$ cat src/rtl/flop_bank_arbiter.sv
// Round-robin write arbiter and sequencer for a shared flop-based register bank.
// One grant per two cycles; the captured word is committed in the WRITE cycle.
module flop_bank_arbiter #(
    parameter int unsigned N_REQ = 3,
    parameter int unsigned DW    = 8,
    parameter int unsigned AW    = 2
) (
    input  logic                clk,
    input  logic                rst,
    input  logic [N_REQ-1:0]    req,
    input  logic [N_REQ*AW-1:0] wr_addr,
    input  logic [N_REQ*DW-1:0] wr_data,
    input  logic                clr,
    input  logic [AW-1:0]       rd_addr,
    output logic [N_REQ-1:0]    gnt,
    output logic                busy,
    output logic [DW-1:0]       rd_data
);

    localparam int unsigned DEPTH = 1 << AW;
    localparam int unsigned PW    = (N_REQ > 1) ? $clog2(N_REQ) : 1;

    typedef enum logic {
        S_IDLE  = 1'b0,
        S_WRITE = 1'b1
    } state_e;

    state_e              state_q, state_d;
    logic [PW-1:0]       ptr_q, ptr_d;
    logic [N_REQ-1:0]    gnt_q, gnt_d;
    logic [AW-1:0]       cap_addr_q, cap_addr_d;
    logic [DW-1:0]       cap_data_q, cap_data_d;
    logic [DW-1:0]       bank_q [DEPTH];
    logic [DW-1:0]       bank_d [DEPTH];
    logic [DW-1:0]       rd_data_q, rd_data_d;

    logic                win_found;
    logic [PW-1:0]       win_idx;
    logic [PW-1:0]       cand;

    // Rotating priority search starting at ptr.
    always_comb begin
        win_found = 1'b0;
        win_idx   = '0;
        cand      = '0;
        for (int k = 0; k < int'(N_REQ); k++) begin
            cand = PW'((int'(ptr_q) + k) % int'(N_REQ));
            if (!win_found && req[cand]) begin
                win_found = 1'b1;
                win_idx   = cand;
            end
        end
    end

    // Next-state, capture, bank update and read port.
    always_comb begin
        state_d    = state_q;
        ptr_d      = ptr_q;
        gnt_d      = '0;
        cap_addr_d = cap_addr_q;
        cap_data_d = cap_data_q;
        bank_d     = bank_q;
        rd_data_d  = bank_q[rd_addr];

        if (clr) begin
            for (int i = 0; i < int'(DEPTH); i++) begin
                bank_d[i] = '0;
            end
            state_d = S_IDLE;
        end else begin
            case (state_q)
                S_IDLE: begin
                    if (win_found) begin
                        cap_addr_d = wr_addr[int'(win_idx)*int'(AW) +: AW];
                        cap_data_d = wr_data[int'(win_idx)*int'(DW) +: DW];
                        gnt_d      = N_REQ'(1) << win_idx;
                        ptr_d      = (int'(win_idx) == int'(N_REQ) - 1) ? '0
                                                                        : PW'(int'(win_idx) + 1);
                        state_d    = S_WRITE;
                    end
                end
                S_WRITE: begin
                    bank_d[cap_addr_q] = cap_data_q;
                    state_d            = S_IDLE;
                end
                default: state_d = S_IDLE;
            endcase
        end
    end

    always_ff @(posedge clk or negedge rst) begin
        if (!rst) begin
            state_q    <= S_IDLE;
            ptr_q      <= '0;
            gnt_q      <= '0;
            cap_addr_q <= '0;
            cap_data_q <= '0;
            rd_data_q  <= '0;
            for (int i = 0; i < int'(DEPTH); i++) begin
                bank_q[i] <= '0;
            end
        end else begin
            state_q    <= state_d;
            ptr_q      <= ptr_d;
            gnt_q      <= gnt_d;
            cap_addr_q <= cap_addr_d;
            cap_data_q <= cap_data_d;
            rd_data_q  <= rd_data_d;
            for (int i = 0; i < int'(DEPTH); i++) begin
                bank_q[i] <= bank_d[i];
            end
        end
    end

    assign gnt     = gnt_q;
    assign busy    = (state_q == S_WRITE);
    assign rd_data = rd_data_q;

endmodule
$ cat config.mk
export PLATFORM = sky130hd
export DESIGN_NAME = flop_bank_arbiter
export DESIGN_NICKNAME = d
export VERILOG_FILES = /design/src/rtl/flop_bank_arbiter.sv
export SDC_FILE = /design/constraint.sdc
export NUM_CORES = 1
export LEC_CHECK = 0
export ABC_AREA = 1
export CORE_MARGIN = 3
export CORE_UTILIZATION = 35
export DETAILED_ROUTE_END_ITERATION = 8
export HOLD_SLACK_MARGIN = 0.06
export PLACE_DENSITY_LB_ADDON = 0.12
export REMOVE_ABC_BUFFERS = 1
export SETUP_SLACK_MARGIN = 0.5
export SLEW_MARGIN = 0
export SYNTH_ARGS = -nofsm -noshare
export SYNTH_HDL_FRONTEND = slang
export SYNTH_SLANG_ARGS = --single-unit
$ cat constraint.sdc
create_clock -name clk -period 1.9 [get_ports clk]
set_input_delay 0.57 -clock clk [delete_from_list [all_inputs] [get_ports clk]]
set_output_delay 0.57 -clock clk [all_outputs]
set_load 0.1 [all_outputs]
After elaboration in Yosys (flattened, before gate mapping)
Index checks and enable logic that the tools add are counted.

word-level totals
  flip-flop bits (word level) = 56
  output and inout port bits = 12
  logic and storage cells = 64

operators by class
  $add $sub $neg = 3
  divide/modulo/power cells = 3
  order comparisons = 6
  equal/unequal tests = 1
  shifts and indexed selects = 3
  multiplexer cells = 27
  bitwise gates (word level) = 4
  reduce and logical (&&, ||, !) cells = 7

operators by type and width
  operator                                                     count
  modulo 32 x 3 -> 32 bit (second input constant)              2
  2-to-1 mux 32 bit                                            2
  bitwise mux 32 bit                                           1
  modulo 3 x 3 -> 32 bit (second input constant)               1
  2-to-1 mux 8 bit                                             3
  variable part select 24 x 6 -> 8 bit                         1
  binary-select mux 8 bit (select 2 bit)                       1
  demux 8 bit (select 2 bit)                                   1
  less-than comparator 2 x 3 -> 1 bit (second input constant)  3
  2-to-1 mux 3 bit                                             3
  2-to-1 mux 1 bit                                             8
  2-to-1 mux 2 bit                                             4
  binary-select mux 1 bit (select 2 bit)                       3
  greater-or-equal comparator 3 bit (second input constant)    2
  inverter 2 -> 3 bit                                          2
  variable part select 6 x 4 -> 2 bit                          1
  adder 2 x 1 -> 3 bit (second input constant)                 1
  adder 2 x 2 -> 3 bit (second input constant)                 1
  logical AND 1 bit                                            3
  less-than comparator 3 x 1 -> 1 bit (second input constant)  1
  AND reduction 3 bit                                          1
  << shifter 1 x 2 -> 3 bit (first input constant)             1
  adder 2 x 1 -> 2 bit (second input constant)                 1
  == test 2 bit (second input constant)                        1
  other kinds (4)                                              6

Logic depth before layout (Yosys ltp)
Gate-level depths: netlist (run 1).

  depth after elaboration = 14
  depth in mapped cells = 17
  gate-level depth less buffers = 17

Least setup slack after synthesis (run 1)
No wires, ideal clock.

  path type = register -> register
  start = reg ptr_q[0]
  end = reg cap_data_q[1]
  library setup time = 0.121 ns
  arrival time = 1.682 ns
  slack = 0.097 ns
  stages on the path, launching flop included = 13
  period minus slack after synthesis = 1.803 ns
  cell sequence = dfrtp_1 -> inv_1 -> ha_1 -> inv_1 -> nand3_1 -> nand2_2 -> nand4_1 -> nand2_4 -> nor2_4 -> inv_2 -> nor2_4 -> nand2_1 -> nand3_2

between the ends
  cells in the longest elaborated chain, start to end = 11

ends and longest elaborated chain
  item                                                                              line  text
  from (decl)                                                                       29    logic [PW-1:0] ptr_q, ptr_d;
  from (signal assigned)                                                            104   ptr_q <= ptr_d;
  parallel branches: the longest is 11 deep, another holds modulo 32 x 3 -> 32 bit  -
  to (signal assigned)                                                              107   cap_data_q <= cap_data_d;
  to (decl)                                                                         32    logic [DW-1:0] cap_data_q, cap_data_d;

Several ways; the timed one is not identified. The select of a mux whose other input is x is not followed.
A chain may end at the register's enable or synchronous reset.

Worst setup path after layout (run 1)
  start = reg ptr_q[0]
  end = reg cap_data_q[2]

Same word-level chain as after synthesis.

==> reports/metrics.yaml, run 1 <==
floorplanning:
  dieArea_um2: 9100
  start_util_pct: 37.4
  die_w_um: 95.4
  rows: 31
  boundaryPins: 50
  coreArea_um2: 7490
  dieHeight_um: 95.4
pwr:
  p_int_mw: 3.69
  powerDensity_nw_per_um2: 1690
  p_sw_share_pct: 47.7
  seqPwrFrac_pct: 24.8
  leakage_nw: 1.85
  vdd_ir_drop_max_mv: 1.19
  comb_power_share_pct: 66.6
  p_clk_share_pct: 8.6
  p_switching_mw: 3.36
routing:
  wire_per_inst_um: 14.5
  viasPerCell: 4.94
  first_pass_iters: 5
  drt-initial-drc-count: 114
  remaining_drc_errors: 0
  drt-total-wl_um: 7310
  via_count: 2495
  final_antenna_net_count: 0
placed_design:
  hpwl_um: 4710
  io_buffer_count: 49
  gp_congestion: 0.811
  postPlaceCellArea_um2: 3660
setup_path:
  cp_top_family: "simple AND/OR/NAND/NOR gates"
  r2r_cells: 12
  required_ns: 2.14
  cpPeakStageDelay_ns: 0.45
  cp_num_buf_inv: 3
  critPathKind: "flop to flop"
  critical_path_peak_fanout: 4
  path_cells: "inv_2 -> ha_4 -> buf_6 -> nand3b_1 -> nand2_4 -> nand4_1 -> nand2_4 -> nor2_4 -> inv_4 -> nor2_4 -> nand2_1 -> nand3_2"
  slowest_stage: "dfrtp_2"
  r2r_slack_ns: -0.008
  endpoint_kind: "flop"
  r2r-start: "ptr_q[0]$_DFFE_PN0P_"
  r2r_end: "cap_data_q[2]$_DFFE_PN0P_"
  critical_path_arrival_ns: 2.15
  start_kind: "flop"
timing:
  max_freq_ghz: 0.524
  setup_viol: 4
  final_max_slew_viol_count: 0
  fin_crit_sh_pct: 100
  whs_ns: 0.240
  post-route-worst-setup-slack_ns: -0.00847
  rsz0062_at_grt: "yes"
  hold_viol: 0
  worstMarginPinSlew_ns: 0.319
  layout_min_cycle_time_ns: 1.91
  clock_skew_ns: 0.00986
  max_slew_margin_pct: 78.7
synth:
  synth_top_area_cell: "dfrtp_1"
  synthFlopType: "dfrtp_1"
  synth_top_area_share_pct: 50.1
  ys_ff_latch: 56
  synth.top_cells.by_area: "dfrtp_1 50%, nand3_1 9.7%, o21ai_0 8.6%"
  syn_avg_cell_area_um2: 8.74
  syn-cell-area_um2: 2800
  synth-edff-count: 0
  async_reset_ff_share_pct: 100
  synth_seq_area_share_pct: 50.1
  syn_inst: 320
  yosys_warnings: 0
  synthDistinctLibCells: 25
cells_and_area:
  drive_above_1_share_pct: 34.5
  final_common_cell: "dfrtp_1"
  most-common-layout-cells: "53 x dfrtp_1, 48 x nand3_1, 47 x o21ai_0, 34 x nand2_1, 31 x clkdlybuf4s50_1"
  area.growth.synth_to_final_pct: 49.2
  design_area_um2: 4170
  diodes: 0
  finalNetCount: 448
min_path:
  timing.hold.worst.class: "input pin to async pin"
status:
  violations: "setup timing"
  status: "complete, but fails checks"
global_routing:
  antenna_found_initial: 0
  track_usage_pct: 17.2
  grt_pass1_wl_um: 12300
  grt_max_degree: 57
  overflow: 0
  grt_pass1_vias: 2468
clock_network:
  clock_latency_ns: 0.30
  cts_root_buf: "clkbuf_8"
  cts.sinks: 56
  htreeDepth: 2
  clockBufferDepth: 2
  numCtsBuffers: 5
  clk_pin_slew_worst_paths_ns: 0.09
  cts_tree: "yes"
  ctsHoldBuffers: 0
run:
  cap_violations: 0
==> cell type report <==
type                            count  area, um2
Fill cell                         675       3310
Inverter                           21        104
Tap cell                           99        124
Multi-Input combinational cell    234       1470
Timing Repair Buffer               87        983
Sequential cell                    56       1410
Timing Repair inverter              1       7.51
Clock inverter                      1       5.00
Clock buffer                        6       72.6
==> Yosys cell counts, types with 7 or more instances <==
| cell type | n |
|---|---|
| a21oi_1 | 8 |
| nor2_1 | 27 |
| o21ai_0 | 48 |
| a21oi_2 | 7 |
| clkbuf_1 | 9 |
| inv_1 | 15 |
| dfrtp_1 | 56 |
| nand2_1 | 43 |
| nand2_2 | 12 |
| nand3_1 | 54 |
| o22ai_1 | 9 |
==> worst register-to-register path: stages, from the launching register on <==
cell	delay (ns)
dfrtp_2	0.45
inv_2	0.09
ha_4	0.22
buf_6	0.12
nand3b_1	0.15
nand2_4	0.10
nand4_1	0.15
nand2_4	0.10
nor2_4	0.18
inv_4	0.08
nor2_4	0.09
nand2_1	0.06
nand3_2	0.07
==> state kept, by name, summed over array words and instances (netlist names) <==
| register | flops |
|---|---|
| bank_q | 32 |
| busy | 1 |
| cap_addr_q | 2 |
| cap_data_q | 8 |
| gnt | 3 |
| ptr_q | 2 |
| rd_data | 8 |
==> worst max-delay path by stage <==
stage / from / endpoint / slack [ns] / depth (start not counted)
finish: ptr_q[0]$_DFFE_PN0P_ / cap_data_q[2]$_DFFE_PN0P_ / -0.008 / 12
floorplan: ptr_q[0]$_DFFE_PN0P_ / cap_addr_q[0]$_DFFE_PN0P_ / 0.05 / 10
CTS: ptr_q[1]$_DFFE_PN0P_ / cap_data_q[4]$_DFFE_PN0P_ / -0.01 / 11
global route: ptr_q[0]$_DFFE_PN0P_ / cap_data_q[2]$_DFFE_PN0P_ / -0.15 / 13
detailed placement: req[2] / cap_data_q[2]$_DFFE_PN0P_ / -0.38 / 13
global placement: req[2] / cap_data_q[2]$_DFFE_PN0P_ / -0.36 / 13
==> power groups by stage <==
stage | Combinational (mW) | Clock, mW | Sequential, mW
2_1_floorplan | 1.99 | 0 | 2.10
3_3_place_gp | 3.51 | 0 | 1.73
3_5_place_dp | 3.53 | 0 | 1.74
4_1_cts | 4.43 | 0.628 | 1.74
5_1_grt | 5.08 | 0.677 | 1.79
6_report | 4.70 | 0.605 | 1.75
==> what timing repair did <==
| item | in CTS | in global routing |
|---|---|---|
| gates cloned | 5 | 0 |
| pin swaps | 22 | 14 |
| endpoints found under the setup margin | 44 | 28 |
| setup buffers | 16 | 4 |
| resized for setup | 51 | 14 |
==> stage by stage <==
step	power (mW)	setup TNS, ns	utilization [%]	std cells	setup WS (ns)
global route	7.55	-1.35	55.7	505	-0.152
CTS	6.81	-0.0456	54.8	501	-0.0146
detailed placement	5.28	-4.55	48.9	473	-0.375
global placement	5.24	-4.28	48.9	473	-0.363
floorplan	4.10	0	-	308	0.0532
finish	7.05	-0.0262	55.7	505	-0.00847
==> layer usage <==
layer | share of wire, % | routed length (um) | vias to the layer above | track usage [%]
met3 | 4.4 | 319 | 6 | 3.87
met5 | 0 | 0 | - | 0
li1 | - | - | 1263 | -
met1 | 44 | 3210 | 1169 | 22.6
met2 | 51 | 3730 | 57 | 29.5
met4 | 0.60 | 44 | 0 | 2.96
==> cells by family (layout without fill, tap and decap cells) <==
logic type | Yosys count | in the layout | synth area share, %
AO/OA/AOI/OAI | 74 | 74 | 14.7
flip-flops | 56 | 56 | 50.1
buffers and inverters | 33 | 116 | 4.87
AND/OR/NAND/NOR | 153 | 156 | 28.5
adder cells (fa/ha/maj) | 4 | 4 | 1.79
Power figures use the tool's default switching activity.
==> run 2: changes to the inputs <==
--- a/config.mk
+++ b/config.mk
@@ -13,7 +13,7 @@
 export PLACE_DENSITY_LB_ADDON = 0.12
 export REMOVE_ABC_BUFFERS = 1
 export SETUP_SLACK_MARGIN = 0.5
-export SLEW_MARGIN = 0
+export SLEW_MARGIN = 20
 export SYNTH_ARGS = -nofsm -noshare
 export SYNTH_HDL_FRONTEND = slang
 export SYNTH_SLANG_ARGS = --single-unit
==> results of run 2 <==
No change in the layout: final DEF, timing and power equal those of run 1.
==> run 3: changes to the inputs <==
--- a/config.mk
+++ b/config.mk
@@ -6,6 +6,7 @@
 export NUM_CORES = 1
 export LEC_CHECK = 0
 export ABC_AREA = 1
+export CAP_MARGIN = 20
 export CORE_MARGIN = 3
 export CORE_UTILIZATION = 35
 export DETAILED_ROUTE_END_ITERATION = 8
==> results of run 3 <==
No change in the layout: final DEF, timing and power equal those of run 1.
